<file path="src/rtl/sprite_pkg.sv">
// Shared types and screen constants for the sprite mappers on the VGA pixel path.
package sprite_pkg;

    localparam int unsigned H_ACTIVE = 640;
    localparam int unsigned V_ACTIVE = 480;

    typedef logic [9:0]  coord_t;
    typedef logic [10:0] coord_ext_t;

    typedef struct packed {
        logic [3:0] r;
        logic [3:0] g;
        logic [3:0] b;
    } rgb4_t;

endpackage

</file>
<file path="src/rtl/sprite_anim_mapper_if.sv">
// ROM and palette bus between a sprite mapper (master) and one sprite asset (slave).
interface sprite_anim_mapper_if #(
    parameter int unsigned ADDR_W = 11,
    parameter int unsigned IDX_W  = 5
);

    logic [ADDR_W-1:0] rom_addr;
    logic [IDX_W-1:0]  rom_q;
    logic [3:0]        palette_red;
    logic [3:0]        palette_green;
    logic [3:0]        palette_blue;

    modport master (
        output rom_addr,
        input  rom_q,
        input  palette_red,
        input  palette_green,
        input  palette_blue
    );

    modport slave (
        input  rom_addr,
        output rom_q,
        output palette_red,
        output palette_green,
        output palette_blue
    );

endinterface

</file>
<file path="src/rtl/sprite_anim_ctr.sv">
// Animation tick counter and frame base accumulator for a multi-frame sprite ROM.
module sprite_anim_ctr #(
    parameter int unsigned FRAMES     = 2,
    parameter int unsigned FRAME_SIZE = 945,
    parameter int unsigned ADDR_W     = 11
) (
    input  logic              clk,
    input  logic              rst_n,
    input  logic              frame_tick,
    input  logic              anim_en,
    input  logic [5:0]        anim_period,
    output logic [ADDR_W-1:0] frame_base
);

    localparam logic [ADDR_W-1:0] STEP      = ADDR_W'(FRAME_SIZE);
    localparam logic [ADDR_W-1:0] LAST_BASE = ADDR_W'((FRAMES - 1) * FRAME_SIZE);

    logic [5:0] cnt;
    logic [5:0] limit;

    // A period of 0 behaves as 1, so the frame advances on every tick.
    always_comb begin
        limit = '0;
        if (anim_period != '0) begin
            limit = anim_period - 6'd1;
        end
    end

    always_ff @(posedge clk or negedge rst_n) begin
        if (!rst_n) begin
            cnt        <= '0;
            frame_base <= '0;
        end else if (frame_tick && anim_en) begin
            if (cnt >= limit) begin
                cnt        <= '0;
                frame_base <= (frame_base >= LAST_BASE) ? '0 : frame_base + STEP;
            end else begin
                cnt <= cnt + 6'd1;
            end
        end
    end

endmodule

</file>
<file path="src/rtl/sprite_anim_mapper.sv">
// Positioned, upscaled, animated sprite mapper; 3-edge pixel latency.
// Define SPRITE_MIRROR_EN to enable horizontal mirroring.
module sprite_anim_mapper
    import sprite_pkg::*;
#(
    parameter int unsigned SPR_W           = 21,
    parameter int unsigned SPR_H           = 45,
    parameter int unsigned FRAMES          = 2,
    parameter int unsigned SCALE_SH        = 2,
    parameter int unsigned ADDR_W          = 11,
    parameter int unsigned IDX_W           = 5,
    parameter int unsigned TRANSPARENT_IDX = 0
) (
    input  logic                 vga_clk,
    input  logic                 reset_n,
    input  coord_t               DrawX,
    input  coord_t               DrawY,
    input  logic                 blank,
    input  logic                 frame_tick,
    input  coord_t               sprite_x,
    input  coord_t               sprite_y,
    input  logic                 mirror,
    input  logic                 anim_en,
    input  logic [5:0]           anim_period,
    sprite_anim_mapper_if.master rom,
    output logic [3:0]           red,
    output logic [3:0]           green,
    output logic [3:0]           blue,
    output logic                 hit
);

    localparam int unsigned       FRAME_SIZE = SPR_W * SPR_H;
    localparam coord_ext_t        BOX_W      = coord_ext_t'(SPR_W << SCALE_SH);
    localparam coord_ext_t        BOX_H      = coord_ext_t'(SPR_H << SCALE_SH);
    localparam logic [ADDR_W-1:0] SPR_W_A    = ADDR_W'(SPR_W);
    localparam logic [IDX_W-1:0]  TRANSP     = IDX_W'(TRANSPARENT_IDX);

    coord_t            pos_x;
    coord_t            pos_y;
    logic              mir;
    logic [ADDR_W-1:0] frame_base;
    coord_ext_t        dx;
    coord_ext_t        dy;
    logic              in_box;
    logic [ADDR_W-1:0] col;
    logic [ADDR_W-1:0] row;
    logic [ADDR_W-1:0] addr_next;
    logic              box_d0;
    logic              box_d1;
    rgb4_t             rgb_q;

    sprite_anim_ctr #(
        .FRAMES     (FRAMES),
        .FRAME_SIZE (FRAME_SIZE),
        .ADDR_W     (ADDR_W)
    ) u_anim_ctr (
        .clk         (vga_clk),
        .rst_n       (reset_n),
        .frame_tick  (frame_tick),
        .anim_en     (anim_en),
        .anim_period (anim_period),
        .frame_base  (frame_base)
    );

    always_ff @(posedge vga_clk or negedge reset_n) begin
        if (!reset_n) begin
            pos_x <= '0;
            pos_y <= '0;
        end else if (frame_tick) begin
            pos_x <= sprite_x;
            pos_y <= sprite_y;
        end
    end

`ifdef SPRITE_MIRROR_EN
    always_ff @(posedge vga_clk or negedge reset_n) begin
        if (!reset_n) begin
            mir <= 1'b0;
        end else if (frame_tick) begin
            mir <= mirror;
        end
    end
`else
    // Constant 0: the mirror subtractor below folds away; the port stays for pin compatibility.
    assign mir = mirror & 1'b0;
`endif

    always_comb begin
        dx     = coord_ext_t'(DrawX) - coord_ext_t'(pos_x);
        dy     = coord_ext_t'(DrawY) - coord_ext_t'(pos_y);
        in_box = blank && (DrawX >= pos_x) && (DrawY >= pos_y) && (dx < BOX_W) && (dy < BOX_H);
        col    = ADDR_W'(dx >> SCALE_SH);
        row    = ADDR_W'(dy >> SCALE_SH);
        if (mir) begin
            col = SPR_W_A - ADDR_W'(1) - col;
        end
        addr_next = frame_base;
        if (in_box) begin
            addr_next = frame_base + row * SPR_W_A + col;
        end
    end

    always_ff @(posedge vga_clk or negedge reset_n) begin
        if (!reset_n) begin
            rom.rom_addr <= '0;
            box_d0       <= 1'b0;
            box_d1       <= 1'b0;
            rgb_q        <= '0;
            hit          <= 1'b0;
        end else begin
            rom.rom_addr <= addr_next;
            box_d0       <= in_box;
            box_d1       <= box_d0;
            if (box_d1 && (rom.rom_q != TRANSP)) begin
                hit   <= 1'b1;
                rgb_q <= '{r: rom.palette_red, g: rom.palette_green, b: rom.palette_blue};
            end else begin
                hit   <= 1'b0;
                rgb_q <= '0;
            end
        end
    end

    assign red   = rgb_q.r;
    assign green = rgb_q.g;
    assign blue  = rgb_q.b;

endmodule

</file>
<file path="src/flat_wrapper.sv">
// flat-port wrapper written by rule: the top's interface ports become plain ports
module sprite_anim_mapper_flat import sprite_pkg::*;
#(
    parameter int unsigned SPR_W           = 21,
    parameter int unsigned SPR_H           = 45,
    parameter int unsigned FRAMES          = 2,
    parameter int unsigned SCALE_SH        = 2,
    parameter int unsigned ADDR_W          = 11,
    parameter int unsigned IDX_W           = 5,
    parameter int unsigned TRANSPARENT_IDX = 0
)
  (vga_clk, reset_n, DrawX, DrawY, blank, frame_tick, sprite_x, sprite_y, mirror, anim_en, anim_period, red, green, blue, hit, rom_rom_addr, rom_rom_q, rom_palette_red, rom_palette_green, rom_palette_blue);
  sprite_anim_mapper_if #(.ADDR_W(ADDR_W), .IDX_W(IDX_W)) rom_i ();
  input  logic vga_clk;
  input  logic reset_n;
  input  coord_t DrawX;
  input  coord_t DrawY;
  input  logic blank;
  input  logic frame_tick;
  input  coord_t sprite_x;
  input  coord_t sprite_y;
  input  logic mirror;
  input  logic anim_en;
  input  logic [5:0] anim_period;
  output logic [3:0] red;
  output logic [3:0] green;
  output logic [3:0] blue;
  output logic hit;
  output wire logic [$bits(rom_i.rom_addr)-1:0] rom_rom_addr;
  input wire logic [$bits(rom_i.rom_q)-1:0] rom_rom_q;
  input wire logic [$bits(rom_i.palette_red)-1:0] rom_palette_red;
  input wire logic [$bits(rom_i.palette_green)-1:0] rom_palette_green;
  input wire logic [$bits(rom_i.palette_blue)-1:0] rom_palette_blue;
  assign rom_rom_addr = rom_i.rom_addr;
  assign rom_i.rom_q = rom_rom_q;
  assign rom_i.palette_red = rom_palette_red;
  assign rom_i.palette_green = rom_palette_green;
  assign rom_i.palette_blue = rom_palette_blue;
  sprite_anim_mapper #(.SPR_W(SPR_W), .SPR_H(SPR_H), .FRAMES(FRAMES), .SCALE_SH(SCALE_SH), .ADDR_W(ADDR_W), .IDX_W(IDX_W), .TRANSPARENT_IDX(TRANSPARENT_IDX)) u_core (.vga_clk(vga_clk), .reset_n(reset_n), .DrawX(DrawX), .DrawY(DrawY), .blank(blank), .frame_tick(frame_tick), .sprite_x(sprite_x), .sprite_y(sprite_y), .mirror(mirror), .anim_en(anim_en), .anim_period(anim_period), .rom(rom_i), .red(red), .green(green), .blue(blue), .hit(hit));
endmodule
</file>
<file path="config.mk">
export PLATFORM = sky130hd
export DESIGN_NAME = sprite_anim_mapper_flat
export DESIGN_NICKNAME = d
export VERILOG_FILES = /design/src/rtl/sprite_pkg.sv /design/src/rtl/sprite_anim_mapper_if.sv /design/src/rtl/sprite_anim_ctr.sv /design/src/rtl/sprite_anim_mapper.sv /design/src/flat_wrapper.sv
export SDC_FILE = /design/constraint.sdc
export NUM_CORES = 1
export LEC_CHECK = 0
export ABC_CLOCK_PERIOD_IN_PS = 7800
export CORE_ASPECT_RATIO = 1.25
export CORE_MARGIN = 8
export CORE_UTILIZATION = 45
export DETAILED_ROUTE_END_ITERATION = 10
export PLACE_DENSITY_LB_ADDON = 0.15
export SKIP_LAST_GASP = 1
export SLEW_MARGIN = 5
export SYNTH_ARGS = -nofsm -noshare
export SYNTH_HDL_FRONTEND = slang
export SYNTH_SLANG_ARGS = --single-unit
</file>
<file path="constraint.sdc">
create_clock -name vga_clk -period 7.8 [get_ports vga_clk]
set_input_delay 1.56 -clock vga_clk [delete_from_list [all_inputs] [get_ports vga_clk]]
set_output_delay 1.56 -clock vga_clk [all_outputs]
set_load 0.01 [all_outputs]
</file>
== Yosys cells after proc, flatten, opt, wreduce, memory -nomap -nowiden ==
Index checks and enable logic that the tools add are counted.
Operators by class
  reductions and logical operators: 9
  magnitude comparators: 6
  muxes and demuxes: 6
  multiply operators: 1
  $add $sub $neg: 7
Operator list (number)
  $mux W11: 2
  $sub A10 B10 Y11: 2
  $ge A10 B10 Y1: 2
  $mux W12: 1
  $mux W6: 2
  $add A11 B10 Y11 const B: 1
  $add A11 B11 Y11: 1
  $add A11 B9 Y11: 1
  $ge A11 B10 Y1 const B: 1
  $lt A11 B7 Y1 const B: 1
  $lt A11 B8 Y1 const B: 1
  $mul A9 B5 Y11 const B: 1
  $add A6 B1 Y6 const B: 1
  $ge A6 B6 Y1: 1
  $logic_and A1 B1 Y1: 6
  $reduce_bool A6 Y1: 1
  $sub A6 B1 Y6 const B: 1
  $reduce_bool A5 Y1: 1
  $reduce_and A2 Y1: 1
  $mux W1: 1
Word-level totals
  flip-flop bits (word level): 63
  output and inout bits: 24
  input bits: 69
  word-level logic and storage cells: 40

== Longest topological paths before layout ==
Gate-level depths: netlist of run 1.
  depth after elaboration: 6
  mapped depth: 24
  mapped depth without buffers: 24

== Hierarchy ==
A second synthesis of run 1 with hierarchy kept.
Second synthesis, totals
  cells, all modules: 529
  area total of the unflattened synthesis: 5009.8 µm²
Modules (own cells, without submodules)
  sprite_anim_mapper: area each 3836.2 µm², seq. area each 1151.1 µm², times used 1, cells each 401
  sprite_anim_ctr: area each 1173.6 µm², seq. area each 425.4 µm², times used 1, cells each 128

== Least setup slack after synthesis of run 1 ==
No wires, ideal clock.
  path kind: input to register
  from: input DrawY[1]
  to: register u_core.rom.rom_addr[10]
  required time: 7721 ps
  setup time: 79 ps
  arrival time: 6363 ps
  path buffers: 0
  stages on the path: 23
  path slack: 1357 ps
  cell sequence: ha_1 -> nor2b_1 -> o31a_1 -> o31a_1 -> o22ai_1 -> xnor2_1 -> ha_1 -> inv_1 -> fa_1 -> inv_1 -> fa_1 -> inv_1 -> fa_1 -> inv_1 -> ha_1 -> nand3_1 -> o211ai_1 -> o21a_1 -> o21a_1 -> nor2_1 -> o21a_1 -> xnor3_1 -> mux2i_1
Between the ends
  cells in the longest elaborated chain, start to end: 5
  elaborated cells between the ends (all ways): 10
  those cells by class: add/sub: 3; mul: 1; order compare: 2; mux: 1; reduce/logical: 3
Ends and longest elaborated chain
  from (decl): RTL line flat_wrapper.sv:17  | input coord_t DrawY;
  $sub A10 B10 Y11 / $ge A10 B10 Y1 (equally long branches): RTL line sprite_anim_mapper.sv:90, sprite_anim_mapper.sv:91
  $mul A9 B5 Y11 / $logic_and A1 B1 Y1 (equally long branches): RTL line sprite_anim_mapper.sv:99, sprite_anim_mapper.sv:91
  $add A11 B11 Y11 / $logic_and A1 B1 Y1 (equally long branches): RTL line sprite_anim_mapper.sv:99, sprite_anim_mapper.sv:91
  $add A11 B9 Y11 / $logic_and A1 B1 Y1 (equally long branches): RTL line sprite_anim_mapper.sv:99, sprite_anim_mapper.sv:91
  $mux W11 *: RTL line sprite_anim_mapper.sv:98  | if (in_box) begin
  net u_core.addr_next[10]: RTL line sprite_anim_mapper.sv:47  | logic [ADDR_W-1:0] addr_next;
  to (signal assigned): RTL line sprite_anim_mapper.sv:111  | rom.rom_addr <= addr_next;
  to (decl): RTL line sprite_anim_mapper_if.sv:14  | output rom_addr,
Mark *: on every way through the listed nets, which the timed path passes. The rest lies on a longest branch.
A chain may end at the register's enable or synchronous reset.

== Worst setup path after layout of run 1 ==
Ends and elaborated chain as after synthesis.

==> impl_summary.txt, run 1 <==
----------------------------------------------------
[Pwr]
  Standby leakage power ... 3.03 nW
  Relative contribution of the clock network to total power ... 13.1%
  Net switching share of the total power ... 44.0%
  Combinational fraction of design power ... 70.5%
  Power per standard cell area ... about 450 nW/um^2
  Net load switching power ... between 1 and 1.5 mW
  Pint ... 1.58 mW
  Largest vdd supply drop ... ~0.29 mV
  Final Power ... around 2.8 mW
  Fraction of power consumed by sequential logic ... 16.4%

[Global route]
  GRT Residual Overflow ... 0
  Initial antenna violation count ... 0
  Met1 global-route usage ... 18.4%
  Vias in the first global route ... 4,084
  Total GRT Usage ... 16.0%
  Global routing met3 resource utilization ... 3.79%
  Maximum number of pins on one net before global-route repair ... 64
  First-pass GRT wire length ... approximately 19,000 um
  Global-route layer with the greatest usage ... met2
  Met2 capacity usage during global routing ... between 20% and 30%

[Timing]
  Period minus WS final ... 6880 ps
  Final worst-path cycle share ... 88.2%
  Timing-limited maximum frequency ... 0.145 GHz
  RSZ-0062 raised after global routing ... false
  Final Slew Violations ... 0
  Slew Limit Headroom ... 15.1%
  Clk_skew ... between 5 and 6 ps
  Setup TNS Final ... 0 ps
  Min Hold Slack ... 347 ps
  Worst path setup slack after routing ... approximately 900 ps
  Final setup fails ... 0
  Measured slew at the worst slew-check pin ... 1260 ps
  Endpoints failing hold ... 0

[Floorplan]
  X dimension of the die ... 109 um
  Starting density of the core ... 46.2%
  Core region area ... 10,600 um^2
  Die Outline Area ... ~14,000 um^2
  Cell row count ... 42
  Die outline height ... 132 um
  Boundary pin count ... 93

[Synthesis]
  Number of enable-type register cells in the synthesized netlist ... 0
  Count of mapped cells out of synthesis ... 526
  Top-count cell post-synth ... sky130_fd_sc_hd__inv_1
  Area share of xor/xnor cells in the synthesized design ... under 10%
  Compound-Gate Fraction of Synth Area ... between 10% and 20%
  Count of different cell masters after synthesis ... 49
  Count of warnings emitted by yosys ... 0
  Sequential-to-total area share from yosys stat ... around 32%
  Largest family of logic cells by synthesized area ... adder cells
  Ys flop type ... sky130_fd_sc_hd__dfrtp_1
  Post-synthesis register bit count ... 63
  Net count after synthesis ... 677
  Leading post-synthesis cells by cell area ... sky130_fd_sc_hd__dfrtp_1, sky130_fd_sc_hd__ha_1, sky130_fd_sc_hd__fa_1, sky130_fd_sc_hd__inv_1, sky130_fd_sc_hd__o21ai_0
  Proportion of synthesized flip-flops having asynchronous set or reset ... 100%
  Top cells by instance count after synthesis ... sky130_fd_sc_hd__inv_1, sky130_fd_sc_hd__dfrtp_1, sky130_fd_sc_hd__ha_1
  Portion of netlist area occupied by mux cells ... 3.72%
  Area share of the largest cell type after synthesis ... about a third
  Area share of and/or/nand/nor cells after synthesis ... 13.9%
  Mean post-synth cell area ... ~9.3 um^2
  Adder-Cell Fraction of Synth Area ... approximately a quarter
  Post-synth top area cell ... sky130_fd_sc_hd__dfrtp_1
  Post-synthesis cell area ... 4880 um^2

[Layout]
  Area growth from synthesis to layout ... 26.9%
  Layout net count ... 771
  Cell area after layout ... ~6200 um^2
  Ant diodes ... 0
  Share of post-route cells with drive strength above 1 ... 5.92%
  Non-filler cells, final ... around 760
  Final Util ... 58.7%

[Setup path]
  CP startpoint kind ... input port
  Arrival time worst endpoint ... 7110 ps
  Worst setup EP type ... flip-flop
  Highest net fanout along the worst path ... 5
  Worst Path Required ... 8030 ps
  Type of the worst setup path ... in2reg

[CTS]
  CTS tree ... built
  Hold-fix buffers, CTS ... 0
  Number of H-tree levels ... 3
  Post-CTS clock slew at the launch and capture registers of the worst setup and hold paths ... 60 ps
  Total clock buffers created by CTS ... 9
  Clock root buffer ... sky130_fd_sc_hd__clkbuf_16
  # resized after CTS ... 0
  CTS Buffer Depth ... 2
  Clock insertion delay at the later pin of the skew report ... 330 ps
  Post-CTS Setup Bufs ... 0
  Sink count of the clock tree ... 63

[Routing]
  Vias after detailed routing ... 3,891
  DRC ... 0
  Post-detailed-route via-to-cell ratio ... roughly 5
  Detailed-route wire length per cell ... 14.2 um
  Number of detailed-routing iterations run before antenna repair ... 4
  DRC marker count from the first detailed-route iteration ... 127
  ANT nets after route ... 0
  Total Routed Length ... roughly 11,000 um

[Placement]
  Count of buffers from port buffering ... 91
  Placer Congestion ... 0.875
  Number of placed instances with taps included ... 741
  HPWL after detailed placement ... 8600 um
  Total placed instance area ... 5920 um^2
  Minimum setup slack after placement ... 569 ps

[Run]
  Maximum Capacitance Violations ... 0

[Status]
  Outcome ... complete, no violations

[Worst hold path]
  Hold WC Path Type ... reg2reg

----------------------------------------------------
-- area by class of cell --
type | count | area (um^2)
Multi-Input combinational cell | 378 | 2980
Clock buffer | 9 | 225
Inverter | 75 | 282
Clock inverter | 7 | 48.8
Fill cell | 976 | 4370
Timing Repair Buffer | 93 | 921
Tap cell | 132 | 165
Sequential cell | 63 | 1580
-- worst max-delay path, stage by stage --
cell and delay, ps:
sky130_fd_sc_hd__clkdlybuf4s50_1 400, sky130_fd_sc_hd__ha_1 280, sky130_fd_sc_hd__nor2b_1 170, sky130_fd_sc_hd__o31a_1 340, sky130_fd_sc_hd__o31a_1 310, sky130_fd_sc_hd__o22ai_1 250, sky130_fd_sc_hd__xnor2_1 120, sky130_fd_sc_hd__ha_1 280
sky130_fd_sc_hd__inv_1 50, sky130_fd_sc_hd__fa_1 470, sky130_fd_sc_hd__inv_1 50, sky130_fd_sc_hd__fa_1 520, sky130_fd_sc_hd__inv_1 50, sky130_fd_sc_hd__fa_1 490, sky130_fd_sc_hd__inv_1 40, sky130_fd_sc_hd__ha_1 350
sky130_fd_sc_hd__nand3_1 100, sky130_fd_sc_hd__o211ai_1 110, sky130_fd_sc_hd__o21a_1 210, sky130_fd_sc_hd__o21a_1 160, sky130_fd_sc_hd__nor2_1 170, sky130_fd_sc_hd__o21a_1 180, sky130_fd_sc_hd__xnor3_1 290, sky130_fd_sc_hd__mux2i_1 150
-- cells by family after synthesis --
| family | count (synthesis) |
|---|---|
| XOR/XNOR | 25 |
| AO/OA/AOI/OAI | 116 |
| adder cells (fa/ha/maj) | 82 |
| multiplexers | 14 |
| flip-flops | 63 |
| AND/OR/NAND/NOR | 141 |
| buffers and inverters | 85 |
-- flip-flops by register name (all words and copies together), names as in the netlist --
register	flops
u_core.hit	1
u_core.u_anim_ctr.cnt	6
u_core.pos_y	10
u_core.rom.rom_addr	11
u_core.u_anim_ctr.frame_base	11
u_core.blue	4
u_core.red	4
u_core.box_d1	1
u_core.green	4
u_core.box_d0	1
u_core.pos_x	10
-- worst paths after layout --
path	startpoint	end	slack [ps]	cells past startpoint
worst max-delay path	DrawY[1]	u_core.rom.rom_addr[10]	920	24
worst min-delay path	u_core.box_d0	u_core.box_d1	350	0
worst max register to register	u_core.pos_y[1]	u_core.rom.rom_addr[10]	2180	24
worst min register to register	u_core.box_d0	u_core.box_d1	350	0
max in group asynchronous	reset_n	u_core.rom.rom_addr[10]	5830	2
min in group asynchronous	reset_n	u_core.pos_y[8]	1380	2
-- power by group through the flow --
stage               Combinational (mW)  Sequential [mW]  Clock (mW)
finish                            1.98            0.462       0.370
global route                      2.30            0.475       0.393
CTS                               2.02            0.462       0.380
detailed placement                2.01            0.467           0
global placement                  1.96            0.466           0
floorplan                         1.58            0.459           0
-- placed cells by master, fill, tap and decap left out, types with 8 or more instances in the layout --
master / count
sky130_fd_sc_hd__clkdlybuf4s50_1: 90
sky130_fd_sc_hd__clkbuf_16: 9
sky130_fd_sc_hd__nor3_1: 10
sky130_fd_sc_hd__fa_1: 20
sky130_fd_sc_hd__xor2_1: 8
sky130_fd_sc_hd__dfrtp_1: 63
sky130_fd_sc_hd__o21a_1: 10
sky130_fd_sc_hd__a21o_1: 9
sky130_fd_sc_hd__xnor2_1: 16
sky130_fd_sc_hd__inv_1: 75
sky130_fd_sc_hd__ha_1: 62
sky130_fd_sc_hd__nor2_1: 31
sky130_fd_sc_hd__a21oi_1: 24
sky130_fd_sc_hd__nand3_1: 10
sky130_fd_sc_hd__o21ai_0: 50
sky130_fd_sc_hd__and2_1: 15
sky130_fd_sc_hd__nand2_1: 44
-- metal layers --
layer  share of wire [%]  wire [um]  up-vias
met4                 2.5        271        0
met2                  50       5440       90
met5                   0          0        -
li1                    -          -     1954
met1                  41       4450     1830
met3                 5.7        618       17
Note: power is estimated with default switching activity, not from simulation.
==> inputs of run 2 (changes only) <==
--- a/config.mk
+++ b/config.mk
@@ -5,12 +5,13 @@
 export SDC_FILE = /design/constraint.sdc
 export NUM_CORES = 1
 export LEC_CHECK = 0
-export ABC_CLOCK_PERIOD_IN_PS = 7800
+export ABC_CLOCK_PERIOD_IN_PS = 7700
 export CORE_ASPECT_RATIO = 1.25
 export CORE_MARGIN = 8
 export CORE_UTILIZATION = 45
 export DETAILED_ROUTE_END_ITERATION = 10
-export PLACE_DENSITY_LB_ADDON = 0.15
+export GPL_ROUTABILITY_DRIVEN = 0
+export PLACE_DENSITY_LB_ADDON = 0.1
 export SKIP_LAST_GASP = 1
 export SLEW_MARGIN = 5
 export SYNTH_ARGS = -nofsm -noshare
==> constraint.sdc (replaced) <==
create_clock -name vga_clk -period 7.7 [get_ports vga_clk]
set_input_delay 1.54 -clock vga_clk [delete_from_list [all_inputs] [get_ports vga_clk]]
set_output_delay 1.54 -clock vga_clk [all_outputs]
set_load 0.01 [all_outputs]
==> impl_summary.txt, run 2 (same netlist as run 1, synthesis figures left out) <==
----------------------------------------------------
[Layout]
  Share of post-route cells with drive strength above 1 ... between 5 and 6%
  Most frequent standard cell in the layout excluding fill and tap cells ... sky130_fd_sc_hd__clkdlybuf4s50_1
  Leading cell types in the layout, fill and taps excluded ... sky130_fd_sc_hd__clkdlybuf4s50_1, sky130_fd_sc_hd__inv_1, sky130_fd_sc_hd__dfrtp_1, sky130_fd_sc_hd__ha_1, sky130_fd_sc_hd__o21ai_0
  Ant diodes ... 0
  Non-filler cells, final ... 757
  Area growth from synthesis to layout ... 27.6%
  Regs by FF count ... u_core.rom.rom_addr x11, u_core.u_anim_ctr.frame_base x11
  Layout net count ... around 770

[Pwr]
  Standby leakage power ... between 3 and 4 nW
  Power per standard cell area ... 469 nW/um^2
  Largest vdd supply drop ... 0.378 mV

[CTS]
  Clock insertion delay at the later pin of the skew report ... 340 ps
  Post-CTS clock slew at the launch and capture registers of the worst setup and hold paths ... 60 ps
  Clock root buffer ... sky130_fd_sc_hd__clkbuf_16
  Hold-fix buffers, CTS ... 0
  CTS tree ... built
  # resized after CTS ... 0
  Number of H-tree levels ... 3
  Total clock buffers created by CTS ... 9
  Sink count of the clock tree ... 63
  Post-CTS Setup Bufs ... 0
  CTS Buffer Depth ... 2

[Floorplan]
  Core region area ... 10,600 um^2
  Cell row count ... 42
  Die Outline Area ... between 10,000 and 15,000 um^2
  Starting density of the core ... a little under half
  Boundary pin count ... 93
  Die outline height ... roughly 130 um
  X dimension of the die ... 109 um

[Routing]
  Detailed-route wire length per cell ... 14.2 um
  DRC ... 0
  Post-detailed-route via-to-cell ratio ... 5.13
  Total Routed Length ... 10,800 um
  Number of detailed-routing iterations run before antenna repair ... 5
  Vias after detailed routing ... between 3k and 4k
  DRC marker count from the first detailed-route iteration ... between 100 and 150
  ANT nets after route ... 0

[Timing]
  RSZ-0062 raised after global routing ... false
  Clk_skew ... just under 6 ps
  Setup TNS Final ... 0 ps
  Final Slew Violations ... 0
  Measured slew at the worst slew-check pin ... between 1000 and 1500 ps
  Endpoints failing hold ... 0
  Slew Limit Headroom ... a little under a quarter
  Final worst-path cycle share ... about 90%
  Timing-limited maximum frequency ... 0.146 GHz
  Final setup fails ... 0
  Period minus WS final ... just under 7000 ps

[Setup path]
  Most frequent cell on the critical path ... sky130_fd_sc_hd__inv_1
  Library cell contributing the largest single delay on the critical path ... sky130_fd_sc_hd__fa_1
  Arrival time worst endpoint ... 7080 ps
  Kind of cell adding the most delay to the critical path ... adder cells
  Worst Path Buf+Inv ... 5
  Worst Path Required ... 7940 ps
  Chain of cells forming the critical path ... clkdlybuf4s50_1 -> ha_1 -> nor2b_1 -> o31a_1 -> o31a_1 -> o22ai_1 -> xnor2_1 -> ha_1 -> inv_1 -> fa_1 -> inv_1 -> fa_1 -> inv_1 -> fa_1 -> inv_1 -> ha_1 -> nand3_1 -> o211ai_1 -> o21a_1 -> o21a_1 -> nor2_1 -> o21a_1 -> xnor3_1 -> mux2i_1
  CP startpoint kind ... input port
  Type of the worst setup path ... in2reg
  Highest net fanout along the worst path ... 5
  Worst setup EP type ... flip-flop
  Delay of the slowest cell on the worst path ... 520 ps

[Global route]
  Total GRT Usage ... 16.1%
  Maximum number of pins on one net before global-route repair ... 64
  Vias in the first global route ... between 4k and 5k
  First-pass GRT wire length ... 18,700 um
  GRT Residual Overflow ... 0
  Initial antenna violation count ... 0

[Placement]
  Number of placed instances with taps included ... between 700 and 800
  Count of buffers from port buffering ... 91
  HPWL after detailed placement ... 8570 um

[Worst hold path]
  Hold WC Path Type ... reg2reg

[Status]
  Outcome ... complete, no violations

[Run]
  Maximum Capacitance Violations ... 0

----------------------------------------------------
[run 2: changes by cell type in the layout (fill, tap and decap cells not counted)]
| cell | before | now |
|---|---|---|
| sky130_fd_sc_hd__bufinv_16 | 0 | 1 |
| sky130_fd_sc_hd__clkinvlp_4 | 1 | 2 |
| sky130_fd_sc_hd__clkinv_4 | 2 | 1 |
| sky130_fd_sc_hd__clkinv_2 | 3 | 1 |
| sky130_fd_sc_hd__clkbuf_8 | 0 | 1 |
[run 2: worst paths after layout]
path / startpoint / to / slack (ps) / cells past startpoint
min in group asynchronous: reset_n / u_core.rom.rom_addr[10] / 1380 / 2
min: u_core.box_d0 / u_core.box_d1 / 340 / 0
max: DrawY[1] / u_core.rom.rom_addr[10] / 870 / 24
max in group asynchronous: reset_n / u_core.red[1] / 5790 / 2
min reg2reg: u_core.box_d0 / u_core.box_d1 / 340 / 0
max reg2reg: u_core.pos_y[1] / u_core.rom.rom_addr[10] / 2090 / 24
[run 2: cell type report]
cell class	count	area, um^2
Sequential cell	63	1580
Tap cell	132	165
Inverter	75	282
Multi-Input combinational cell	378	2980
Clock inverter	6	67.6
Fill cell	933	4330
Timing Repair Buffer	93	921
Clock buffer	10	239
[run 2: per-layer routing]
layer  share of wire, %  vias up  wire (um)  track usage, %
met5                  0        -          0               0
met4                1.5        0        162            6.86
met3                4.3       11        460            3.45
met2                 52       77       5580            28.0
met1                 42     1839       4580            18.4
li1                   -     1955          -               -
[run 2: report_power, final]
group	total, mW	switching, mW	leakage, nW	internal (mW)
Sequential	0.470	0.0721	0.812	0.398
Clock	0.418	0.158	0.145	0.260
Combinational	2.03	1.04	2.08	0.987
Total	2.92	1.28	3.04	1.64
[run 2: stage by stage]
step	cell area (um^2)	power, mW	hold WS (ps)	setup slack (ps)	util, %
3_5_place_dp	5920	2.53	339	526	56.1
4_1_cts	6230	2.97	348	851	59.0
6_report	6230	2.92	344	866	59.0
3_3_place_gp	5920	2.48	334	531	56.1
2_1_floorplan	4880	2.07	331	1280	-
5_1_grt	6230	3.25	364	573	59.0
==> inputs of run 3 (changes only) <==
--- a/config.mk
+++ b/config.mk
@@ -5,13 +5,14 @@
 export SDC_FILE = /design/constraint.sdc
 export NUM_CORES = 1
 export LEC_CHECK = 0
-export ABC_CLOCK_PERIOD_IN_PS = 7700
+export ABC_CLOCK_PERIOD_IN_PS = 8200
 export CORE_ASPECT_RATIO = 1.25
 export CORE_MARGIN = 8
 export CORE_UTILIZATION = 45
 export DETAILED_ROUTE_END_ITERATION = 10
 export GPL_ROUTABILITY_DRIVEN = 0
 export PLACE_DENSITY_LB_ADDON = 0.1
+export SKIP_CTS_REPAIR_TIMING = 1
 export SKIP_LAST_GASP = 1
 export SLEW_MARGIN = 5
 export SYNTH_ARGS = -nofsm -noshare
==> constraint.sdc (replaced) <==
create_clock -name vga_clk -period 8.2 [get_ports vga_clk]
set_input_delay 1.64 -clock vga_clk [delete_from_list [all_inputs] [get_ports vga_clk]]
set_output_delay 1.64 -clock vga_clk [all_outputs]
set_load 0.01 [all_outputs]
==> impl_summary.txt, run 3 (same netlist as run 1, synthesis figures left out) <==
----------------------------------------------------
[Floorplan]
  Core region area ... 10,600 um^2
  Cell row count ... 42
  Boundary pin count ... 93
  Die outline height ... around 130 um
  Starting density of the core ... 46.2%
  Die Outline Area ... between 10,000 and 15,000 um^2
  X dimension of the die ... 109 um

[Routing]
  DRC marker count from the first detailed-route iteration ... between 80 and 90
  Total Routed Length ... 10,700 um
  DRC ... 0
  ANT nets after route ... 0
  Detailed-route wire length per cell ... 14.2 um
  Post-detailed-route via-to-cell ratio ... around 5
  Vias after detailed routing ... 3,893
  Number of detailed-routing iterations run before antenna repair ... 4

[Layout]
  Ant diodes ... 0
  Most frequent standard cell in the layout excluding fill and tap cells ... sky130_fd_sc_hd__clkdlybuf4s50_1
  Leading cell types in the layout, fill and taps excluded ... sky130_fd_sc_hd__clkdlybuf4s50_1, sky130_fd_sc_hd__inv_1, sky130_fd_sc_hd__dfrtp_1, sky130_fd_sc_hd__ha_1, sky130_fd_sc_hd__o21ai_0
  Share of post-route cells with drive strength above 1 ... 5.92%
  Layout net count ... 771
  Regs by FF count ... u_core.rom.rom_addr x11, u_core.u_anim_ctr.frame_base x11
  Area growth from synthesis to layout ... 27.4%

[Timing]
  Measured slew at the worst slew-check pin ... 1190 ps
  Endpoints failing hold ... 0
  Final Slew Violations ... 0
  RSZ-0062 raised after global routing ... false
  Setup TNS Final ... 0 ps
  Slew Limit Headroom ... about a fifth
  Final setup fails ... 0
  Clk_skew ... between 6 and 7 ps
  Period minus WS final ... 6980 ps
  Timing-limited maximum frequency ... 0.143 GHz
  Final worst-path cycle share ... 85.2%

[Setup path]
  Type of the worst setup path ... in2reg
  RR Startpoint ... u_core.pos_y[1]
  Worst Path Required ... around 8400 ps
  Highest net fanout along the worst path ... 5
  Reg-to-Reg End ... u_core.rom.rom_addr[10]
  Worst setup EP type ... flip-flop
  Worst r2r path cells ... 24
  Worst-case register-to-register setup slack ... 2540 ps
  CP startpoint kind ... input port
  Arrival time worst endpoint ... 7220 ps

[Worst hold path]
  Hold WC Path Type ... reg2reg
  Hold worst-path end ... u_core.box_d1
  Instance count along the most critical hold path ... 0
  Worst hold path startpoint ... u_core.box_d0

[CTS]
  Clock insertion delay at the later pin of the skew report ... ~340 ps
  CTS Buffer Depth ... 2
  Post-CTS clock slew at the launch and capture registers of the worst setup and hold paths ... around 60 ps
  Clock root buffer ... sky130_fd_sc_hd__clkbuf_16
  CTS tree ... built
  Total clock buffers created by CTS ... 9
  Sink count of the clock tree ... between 60 and 70
  Number of H-tree levels ... 3

[Pwr]
  Power per standard cell area ... 438 nW/um^2
  Final Power ... 2.72 mW
  Largest vdd supply drop ... around 0.36 mV
  Standby leakage power ... 3.03 nW

[Status]
  Outcome ... complete, no violations

[Placement]
  HPWL after detailed placement ... 8520 um
  Count of buffers from port buffering ... slightly above 90

[Global route]
  GRT Residual Overflow ... 0
  First-pass GRT wire length ... 18,800 um
  Vias in the first global route ... 4,122
  Total GRT Usage ... roughly 16%
  Initial antenna violation count ... 0
  Maximum number of pins on one net before global-route repair ... 64

[Run]
  Maximum Capacitance Violations ... 0

----------------------------------------------------
run 3: changes by cell type in the layout (fill, tap and decap cells not counted), sizes merged:
cell / before / now
clkinvlp: 2 / 3
clkbuf: 10 / 9
run 3: worst max path at each step:
stage	from	endpoint	slack, ps	cells past startpoint
floorplan	DrawY[1]	u_core.rom.rom_addr[10]	1680	23
global placement	DrawY[1]	u_core.rom.rom_addr[10]	930	24
detailed placement	DrawY[1]	u_core.rom.rom_addr[10]	870	24
CTS	DrawY[1]	u_core.rom.rom_addr[10]	1200	24
global route	DrawY[1]	u_core.rom.rom_addr[10]	860	24
finish	DrawY[1]	u_core.rom.rom_addr[10]	1220	24
run 3: area by class of cell:
cell class              count  area, um^2
fillers                   951        4340
clock inverters             7        71.3
flip-flops and latches     63        1580
clock buffers               9         225
repair buffers             93         921
inverters                  75         282
well taps                 132         165
multi-input cells         378        2980
run 3: worst max-delay path, stage by stage:
cell,delay (ps)
sky130_fd_sc_hd__clkdlybuf4s50_1,400
sky130_fd_sc_hd__ha_1,280
sky130_fd_sc_hd__nor2b_1,160
sky130_fd_sc_hd__o31a_1,330
sky130_fd_sc_hd__o31a_1,310
sky130_fd_sc_hd__o22ai_1,250
sky130_fd_sc_hd__xnor2_1,130
sky130_fd_sc_hd__ha_1,290
sky130_fd_sc_hd__inv_1,50
sky130_fd_sc_hd__fa_1,470
sky130_fd_sc_hd__inv_1,50
sky130_fd_sc_hd__fa_1,540
sky130_fd_sc_hd__inv_1,60
sky130_fd_sc_hd__fa_1,500
sky130_fd_sc_hd__inv_1,40
sky130_fd_sc_hd__ha_1,350
sky130_fd_sc_hd__nand3_1,110
sky130_fd_sc_hd__o211ai_1,120
sky130_fd_sc_hd__o21a_1,200
sky130_fd_sc_hd__o21a_1,180
sky130_fd_sc_hd__nor2_1,150
sky130_fd_sc_hd__o21a_1,180
sky130_fd_sc_hd__xnor3_1,300
sky130_fd_sc_hd__mux2i_1,140
run 3: layer usage:
metal  global-route usage [%]  up-vias  wire (um)
met1                     18.5     1845       4520
met5                        0        -          0
met2                     27.8       75       5510
met4                     6.48        0        206
li1                         -     1956          -
met3                     3.89       17        501
run 3: per-stage QoR:
step	util, %	setup slack (ps)	std cells	cell area (um^2)	hold WS [ps]
after floorplan	-	1680	526	4880	331
after global placement	56.1	925	741	5920	334
after detailed placement	56.1	872	741	5920	337
after CTS	58.9	1200	757	6220	345
after global routing	58.9	862	757	6220	345
final	58.9	1220	757	6220	341
run 3: report_power, final:
| part | leakage (nW) | internal, mW | switching (mW) |
|---|---|---|---|
| combinational | 2.08 | 0.925 | 0.971 |
| clock | 0.138 | 0.235 | 0.148 |
| sequential | 0.812 | 0.373 | 0.0689 |
